===== config.mk =====
export PLATFORM = sky130hd
export DESIGN_NAME = ifm_bank_writer
export DESIGN_NICKNAME = d
export VERILOG_FILES = /design/src/rtl/ifm_bank_writer.sv
export SDC_FILE = /design/constraint.sdc
export NUM_CORES = 1
export LEC_CHECK = 0
export ABC_AREA = 1
export ABC_CLOCK_PERIOD_IN_PS = 4500
export CAP_MARGIN = 5
export CORE_AREA = 2 2 247 249
export DETAILED_ROUTE_END_ITERATION = 8
export DIE_AREA = 0 0 249 251
export GPL_TIMING_DRIVEN = 0
export SLEW_MARGIN = 20
export SYNTH_ARGS = -nofsm -noshare
export SYNTH_HDL_FRONTEND = slang
export SYNTH_SLANG_ARGS = --single-unit

===== constraint.sdc =====
create_clock -name clk -period 4.5 [get_ports clk]
set_input_delay 1.125 -clock clk [delete_from_list [all_inputs] [get_ports clk]]
set_output_delay 1.125 -clock clk [all_outputs]
set_load 0.01 [all_outputs]

===== src/rtl/ifm_bank_writer.sv =====
// Write-side front end for the 16-bank IFM RAM: accepts a valid/ready stream of
// packed words and issues one registered write per handshake to every masked bank.
module ifm_bank_writer #(
    parameter int unsigned ADDR_WIDTH = 19,
    parameter int unsigned ADDR_LINE  = 519168,
    parameter int unsigned DATA_WIDTH = 8,
    parameter int unsigned NUM_BANKS  = 16
) (
    input  logic                             clk,
    input  logic                             rst_n,
    input  logic                             start,
    input  logic [ADDR_WIDTH-1:0]            base_addr,
    input  logic [ADDR_WIDTH-1:0]            num_lines,
    input  logic [NUM_BANKS-1:0]             bank_mask,
    input  logic                             s_valid,
    input  logic [DATA_WIDTH*NUM_BANKS-1:0]  s_data,
    input  logic                             s_last,
    output logic                             s_ready,
    output logic [NUM_BANKS-1:0]             we,
    output logic [ADDR_WIDTH*NUM_BANKS-1:0]  addr,
    output logic [DATA_WIDTH*NUM_BANKS-1:0]  din,
    output logic                             busy,
    output logic                             done,
    output logic                             last_err
);

    localparam logic [1:0] S_IDLE  = 2'd0;
    localparam logic [1:0] S_RUN   = 2'd1;
    localparam logic [1:0] S_FLUSH = 2'd2;

    localparam logic [ADDR_WIDTH-1:0] LINE_A = ADDR_WIDTH'(ADDR_LINE);
    localparam logic [ADDR_WIDTH-1:0] LAST_A = ADDR_WIDTH'(ADDR_LINE - 1);
    localparam logic [ADDR_WIDTH-1:0] ONE_A  = ADDR_WIDTH'(1);

    logic [1:0]                      state_q,    state_d;
    logic [ADDR_WIDTH-1:0]           cur_addr_q, cur_addr_d;
    logic [ADDR_WIDTH-1:0]           num_q,      num_d;
    logic [NUM_BANKS-1:0]            mask_q,     mask_d;
    logic [ADDR_WIDTH-1:0]           cnt_q,      cnt_d;
    logic [NUM_BANKS-1:0]            we_q,       we_d;
    logic [ADDR_WIDTH-1:0]           addr_q,     addr_d;
    logic [DATA_WIDTH*NUM_BANKS-1:0] din_q,      din_d;
    logic                            done_q,     done_d;
    logic                            err_q,      err_d;

    logic hs;
    logic is_final;

    assign hs       = s_valid && (state_q == S_RUN);
    assign is_final = (cnt_q == (num_q - ONE_A));

    always_comb begin
        state_d    = state_q;
        cur_addr_d = cur_addr_q;
        num_d      = num_q;
        mask_d     = mask_q;
        cnt_d      = cnt_q;
        we_d       = '0;
        addr_d     = addr_q;
        din_d      = din_q;
        done_d     = (state_q == S_FLUSH);
        err_d      = err_q;
        case (state_q)
            S_IDLE: begin
                if (start) begin
                    num_d      = num_lines;
                    mask_d     = bank_mask;
                    cnt_d      = '0;
                    err_d      = 1'b0;
                    // Out-of-range base is folded back into the bank once, at start.
                    cur_addr_d = (base_addr >= LINE_A) ? (base_addr - LINE_A) : base_addr;
                    state_d    = (num_lines != '0) ? S_RUN : S_FLUSH;
                end
            end
            S_RUN: begin
                if (hs) begin
                    we_d       = mask_q;
                    addr_d     = cur_addr_q;
                    din_d      = s_data;
                    cur_addr_d = (cur_addr_q == LAST_A) ? '0 : (cur_addr_q + ONE_A);
                    cnt_d      = cnt_q + ONE_A;
                    if (s_last != is_final) begin
                        err_d = 1'b1;
                    end
                    if (is_final) begin
                        state_d = S_FLUSH;
                    end
                end
            end
            S_FLUSH: state_d = S_IDLE;
            default: state_d = S_IDLE;
        endcase
    end

    always_ff @(posedge clk or negedge rst_n) begin
        if (!rst_n) begin
            state_q    <= S_IDLE;
            cur_addr_q <= '0;
            num_q      <= '0;
            mask_q     <= '0;
            cnt_q      <= '0;
            we_q       <= '0;
            addr_q     <= '0;
            din_q      <= '0;
            done_q     <= 1'b0;
            err_q      <= 1'b0;
        end else begin
            state_q    <= state_d;
            cur_addr_q <= cur_addr_d;
            num_q      <= num_d;
            mask_q     <= mask_d;
            cnt_q      <= cnt_d;
            we_q       <= we_d;
            addr_q     <= addr_d;
            din_q      <= din_d;
            done_q     <= done_d;
            err_q      <= err_d;
        end
    end

    assign s_ready  = (state_q == S_RUN);
    assign busy     = (state_q == S_RUN) || (state_q == S_FLUSH);
    assign we       = we_q;
    assign addr     = {NUM_BANKS{addr_q}};
    assign din      = din_q;
    assign done     = done_q;
    assign last_err = err_q;

endmodule

======== After elaboration in Yosys (flattened, before gate mapping) ========
Cells that the tools add are included.
word-level totals
  output and inout port bits .............. 452
  logic and storage cells ................. 53
  bits in registers ....................... 240
  bits of input ports ..................... 187
operators by class
  eq/ne operators ......................... 9
  mux-type cells .......................... 19
  add/sub/neg operators ................... 4
  magnitude comparators ................... 1
  reduce and logical (&&, ||, !) cells .... 10
operators with widths
  operator                count
  $mux 19                 6
  $pmux 19 s2             2
  $add 19x1->19 const B   2
  $mux 16                 2
  $eq 19x19->1            1
  $eq 19x19->1 const B    1
  $ge 19x19->1 const B    1
  $reduce_bool 19->1      1
  $sub 19x1->19 const B   1
  $sub 19x19->19 const B  1
  $mux 2                  4
  $ne 2x1->1 const B      3
  $reduce_and 3->1        2
  $pmux 2 s2              1
  $reduce_and 2->1        2
  $reduce_and 4->1        1
  $mux 1                  3
  $eq 2x1->1 const B      1
  $eq 2x2->1 const B      1
  $logic_not 2->1         1
  $ne 2x2->1 const B      1
  $pmux 1 s2              1
  $reduce_bool 2->1       1
  $logic_and 1x1->1       1
  other kinds (2)         2

======== Depth between registers and ports, before layout ========
  depth in word-level cells ............... 6
  depth in mapped cells ................... 17
  depth with buffers taken out ............ 17

======== Worst setup path after synthesis ========
OpenSTA, ideal clock, no wires.
  kind .................................... input -> register
  start ................................... input port start
  end ..................................... register cnt_q[16]
  arrival time ............................ 2270 ps
  buffers on the path ..................... 1
  setup time .............................. 120 ps
  data required time ...................... 4380 ps
  cell stages on the path ................. 10
  setup slack ............................. 2110 ps
  cell sequence ........................... buf_2 -> or2_4 -> nand2_4 -> nor4_4 -> nand2_2 -> nor2_2 -> nand2_2 -> nor3_2 -> and2_1 -> nor2_1
on the way
  word-level cells in the longest chain between the ends .. 2
RTL lines
  element                     line  source
  from (decl)                 11    input logic start,
  $ne 2x2->1 (no line)        -
  $reduce_and 3->1 (no line)  -
  to (signal assigned)        112   cnt_q <= cnt_d;
  to (decl)                   39    logic [ADDR_WIDTH-1:0] cnt_q, cnt_d;
Every way passes these cells.
A chain may end at the register's enable or synchronous reset.

======== Worst setup path after layout ========
  start ................................... register addr_q[8]
  end ..................................... output port addr[122]
RTL lines
  element                 line  source
  from (decl)             41    logic [ADDR_WIDTH-1:0] addr_q, addr_d;
  from (signal assigned)  114   addr_q <= addr_d;
  to (decl)               20    output logic [ADDR_WIDTH*NUM_BANKS-1:0] addr,
No word-level cell between the ends.

==> results.json <==
{
  "outcome": "complete, no violations",
  "cp-end-kind": "output port",
  "setup_tns_ns": 0,
  "crit_chain": "buf_4, clkdlybuf4s50_1",
  "cts_buffer_depth": 3,
  "grt_max_degree": 95,
  "hp-class": "reg -> reg",
  "die_h_um": 251,
  "critical_path.slowest_cell": "dfrtp_1",
  "io_buffers": 637,
  "synth_edf_count": 0,
  "synth_top_flop_cell": "dfrtp_1",
  "required_ns": 3.38,
  "core_sq_um": 59800,
  "crit_fanout": 17,
  "slew_violations": 0,
  "path_class": "reg -> out",
  "via_count": 12200,
  "ys_ff_latch": 240,
  "netlist_top_cells_count": "525 x nand2_1, 286 x buf_4, 240 x dfrtp_1, 97 x inv_1, 93 x nor2_1",
  "seq_area_frac_synth": 0.466,
  "crit_buf_inv": 2,
  "grt_pass1_vias": 12400,
  "finalHoldViolCount": 0,
  "cts.repair.resized": 0,
  "cpPeakStageDelay_ns": 0.75,
  "worstSkewPairLatency_ns": 0.57,
  "finalSetupViolCount": 0,
  "syn-cell-area_sq_um": 12900,
  "cts_buffers": 30,
  "setup_ws_ns": 1.30,
  "fin_skew_ns": 0.0162,
  "dieArea_sq_um": 62500,
  "antenna_found_initial": 8,
  "synth_top_area_share": 0.466,
  "synth.most_common_cell": "nand2_1",
  "ys_async_sr_fraction": 1.00,
  "clk_pin_slew_ns": 0.06,
  "gp_congestion": 0.843,
  "r2r_slack_ns": 1.59,
  "postRouteAntennaNets": 0,
  "worstRegToRegCells": 7,
  "cts-htree-levels": 1,
  "regToRegStartpoint": "state_q[0]",
  "synth.largest_area_cell": "dfrtp_1",
  "r2r-end": "we[14]",
  "hold_buffers": 0,
  "dp_slack_ns": 0.531,
  "grt_pass1_wl_um": 76000,
  "hold_path.startpoint": "din[104]",
  "drt_drc_violations_left": 0,
  "nets": 2440,
  "overflow": 0,
  "yosys_warnings": 0,
  "route.detailed.wl_per_inst_um": 16.6,
  "p_leak_nw": 10.1,
  "powerDensity_nw_per_um2": 710,
  "cts_tree": "yes",
  "finalPower_mw": 15.1,
  "relSlewSlack": 0.425,
  "holdWs_ns": 0.476,
  "whs_path_depth": 2,
  "rsz0062_at_grt": "no",
  "wl_um": 50800,
  "cts_root_buf": "clkbuf_16",
  "die_x_um": 249,
  "final_core_util": 0.357,
  "synth.avg_cell_area_sq_um": 8.18,
  "grt_use_total": 0.157,
  "worstHoldEndpoint": "din[104]",
  "fin_crit_ns": 3.20,
  "synthTopCellsByArea": "dfrtp_1 47%, buf_4 17%, nand2_1 15%",
  "worstMarginPinSlew_ns": 0.863,
  "path_delay_family": "buffers and inverters",
  "ir_drop_v": 0.000389,
  "worstSetupStartpointType": "flip-flop",
  "dr.pass1.iters": 5,
  "num_io_pins": 639,
  "cap_violations": 0,
  "cts.sinks": 240,
  "max_freq_mhz": 312,
  "synth.distinct_cells": 48,
  "synth_cells": 1575,
  "core.rowCount": 90,
  "synth_fp_nets": 1769,
  "initial_core_util": 0.215,
  "post-route-period-util": 0.712,
  "via_per_inst": 4.01,
  "drive_above_1_share": 0.173,
  "drt_iter0_drc": 595,
  "num-fill-cells": 6089,
  "syn2layout_area_growth_pct": 65.8,
  "postCtsSetupRepairBufs": 0,
  "cp.arrival_ns": 2.08,
  "dpl.hpwl_um": 40600
}
[power breakdown]
part           switching (mW)  total (mW)  internal [mW]
clock network            1.01        2.55           1.55
registers               0.935        3.99           3.06
logic                    3.65        8.60           4.95
[how the worst max path moves through the flow]
| stage | startpoint | end | slack, ns | cells past startpoint |
|---|---|---|---|---|
| 2_1_floorplan | start | cnt_q[16] | 2.11 | 10 |
| 3_3_place_gp | rst_n | addr_q[18] | -8.51 | 1 |
| 3_5_place_dp | s_valid | we[11] | 0.53 | 6 |
| 4_1_cts | s_valid | we[14] | 1.14 | 6 |
| 5_1_grt | s_valid | we[10] | 1.05 | 6 |
| 6_report | addr_q[8] | addr[122] | 1.30 | 2 |
[sequential cells by signal, indices dropped and copies added, names as in the netlist]
register	count
addr_q	19
cnt_q	19
cur_addr_q	19
din	128
done	1
last_err	1
mask_q	16
num_q	19
state_q	2
we	16
[metal layers]
metal | GRT usage | share of wire
met4 | 0.0343 | 0.019
met1 | 0.170 | 0.37
met3 | 0.0573 | 0.098
met2 | 0.293 | 0.51
met5 | 0 | 0.00077
[per-stage QoR]
step                cell area, sq um  instances
floorplan                      12900       1575
finish                         21300       3054
CTS                            21300       3051
global placement               20200       2994
detailed placement             20300       2996
global route                   21300       3052
[worst min-delay path, cell delays in order, from the launching register on]
cell and delay [ns]:
dfrtp_1 0.34, nand2_1 0.05, nand2_1 0.05
[placed cells by master (no fill, tap or decap), types with 3 or more instances in the layout]
cell	synthesis	final
nor4_1	6	6
dfrtp_1	240	240
clkbuf_8	0	4
nand3_2	3	3
clkinvlp_4	0	4
and2_1	5	5
diode_2	0	3
inv_1	97	97
clkinv_2	0	8
o211ai_1	5	5
nand2_1	525	525
nor3_1	8	8
a22oi_1	8	8
o21ai_0	49	49
clkbuf_16	0	31
nand3_1	50	50
nor2_2	10	10
clkbuf_1	37	39
nor2_1	93	93
buf_4	286	286
ha_1	7	7
bufinv_16	0	4
o31ai_1	3	3
nor3_2	4	4
xor2_1	15	15
xnor2_1	8	8
clkdlybuf4s50_1	0	636
nand4_1	13	13
nand3b_1	5	5
a31oi_1	5	5
a21oi_1	44	44
nand2_2	7	7
buf_2	14	14
[area by class of cell]
| class | count | area (sq um) | share of cell area |
|---|---|---|---|
| Clock buffer | 37 | 838 | 0.0393 |
| Timing Repair Buffer | 639 | 6440 | 0.302 |
| Multi-Input combinational cell | 895 | 4120 | 0.193 |
| Antenna cell | 3 | 7.51 | 0.000352 |
| Inverter | 102 | 385 | 0.0181 |
| Buffer | 338 | 2370 | 0.111 |
| Tap cell | 782 | 978 | 0.0458 |
| Clock inverter | 18 | 208 | 0.00973 |
| Sequential cell | 240 | 6010 | 0.281 |
[cells by family (layout without fill, tap and decap cells)]
group	count (synthesis)	count (layout)	synth area share
adders and majority gates	7	7	0.00680
AOI/OAI and AO/OA	124	124	0.0544
xor gates and xnor gates	24	24	0.0174
muxes	1	1	0.000874
and+or+nand+nor	739	739	0.240
DFF	240	240	0.466
other	0	3	0
buffers and inverters	440	1134	0.214
Power figures use the tool's default switching activity.
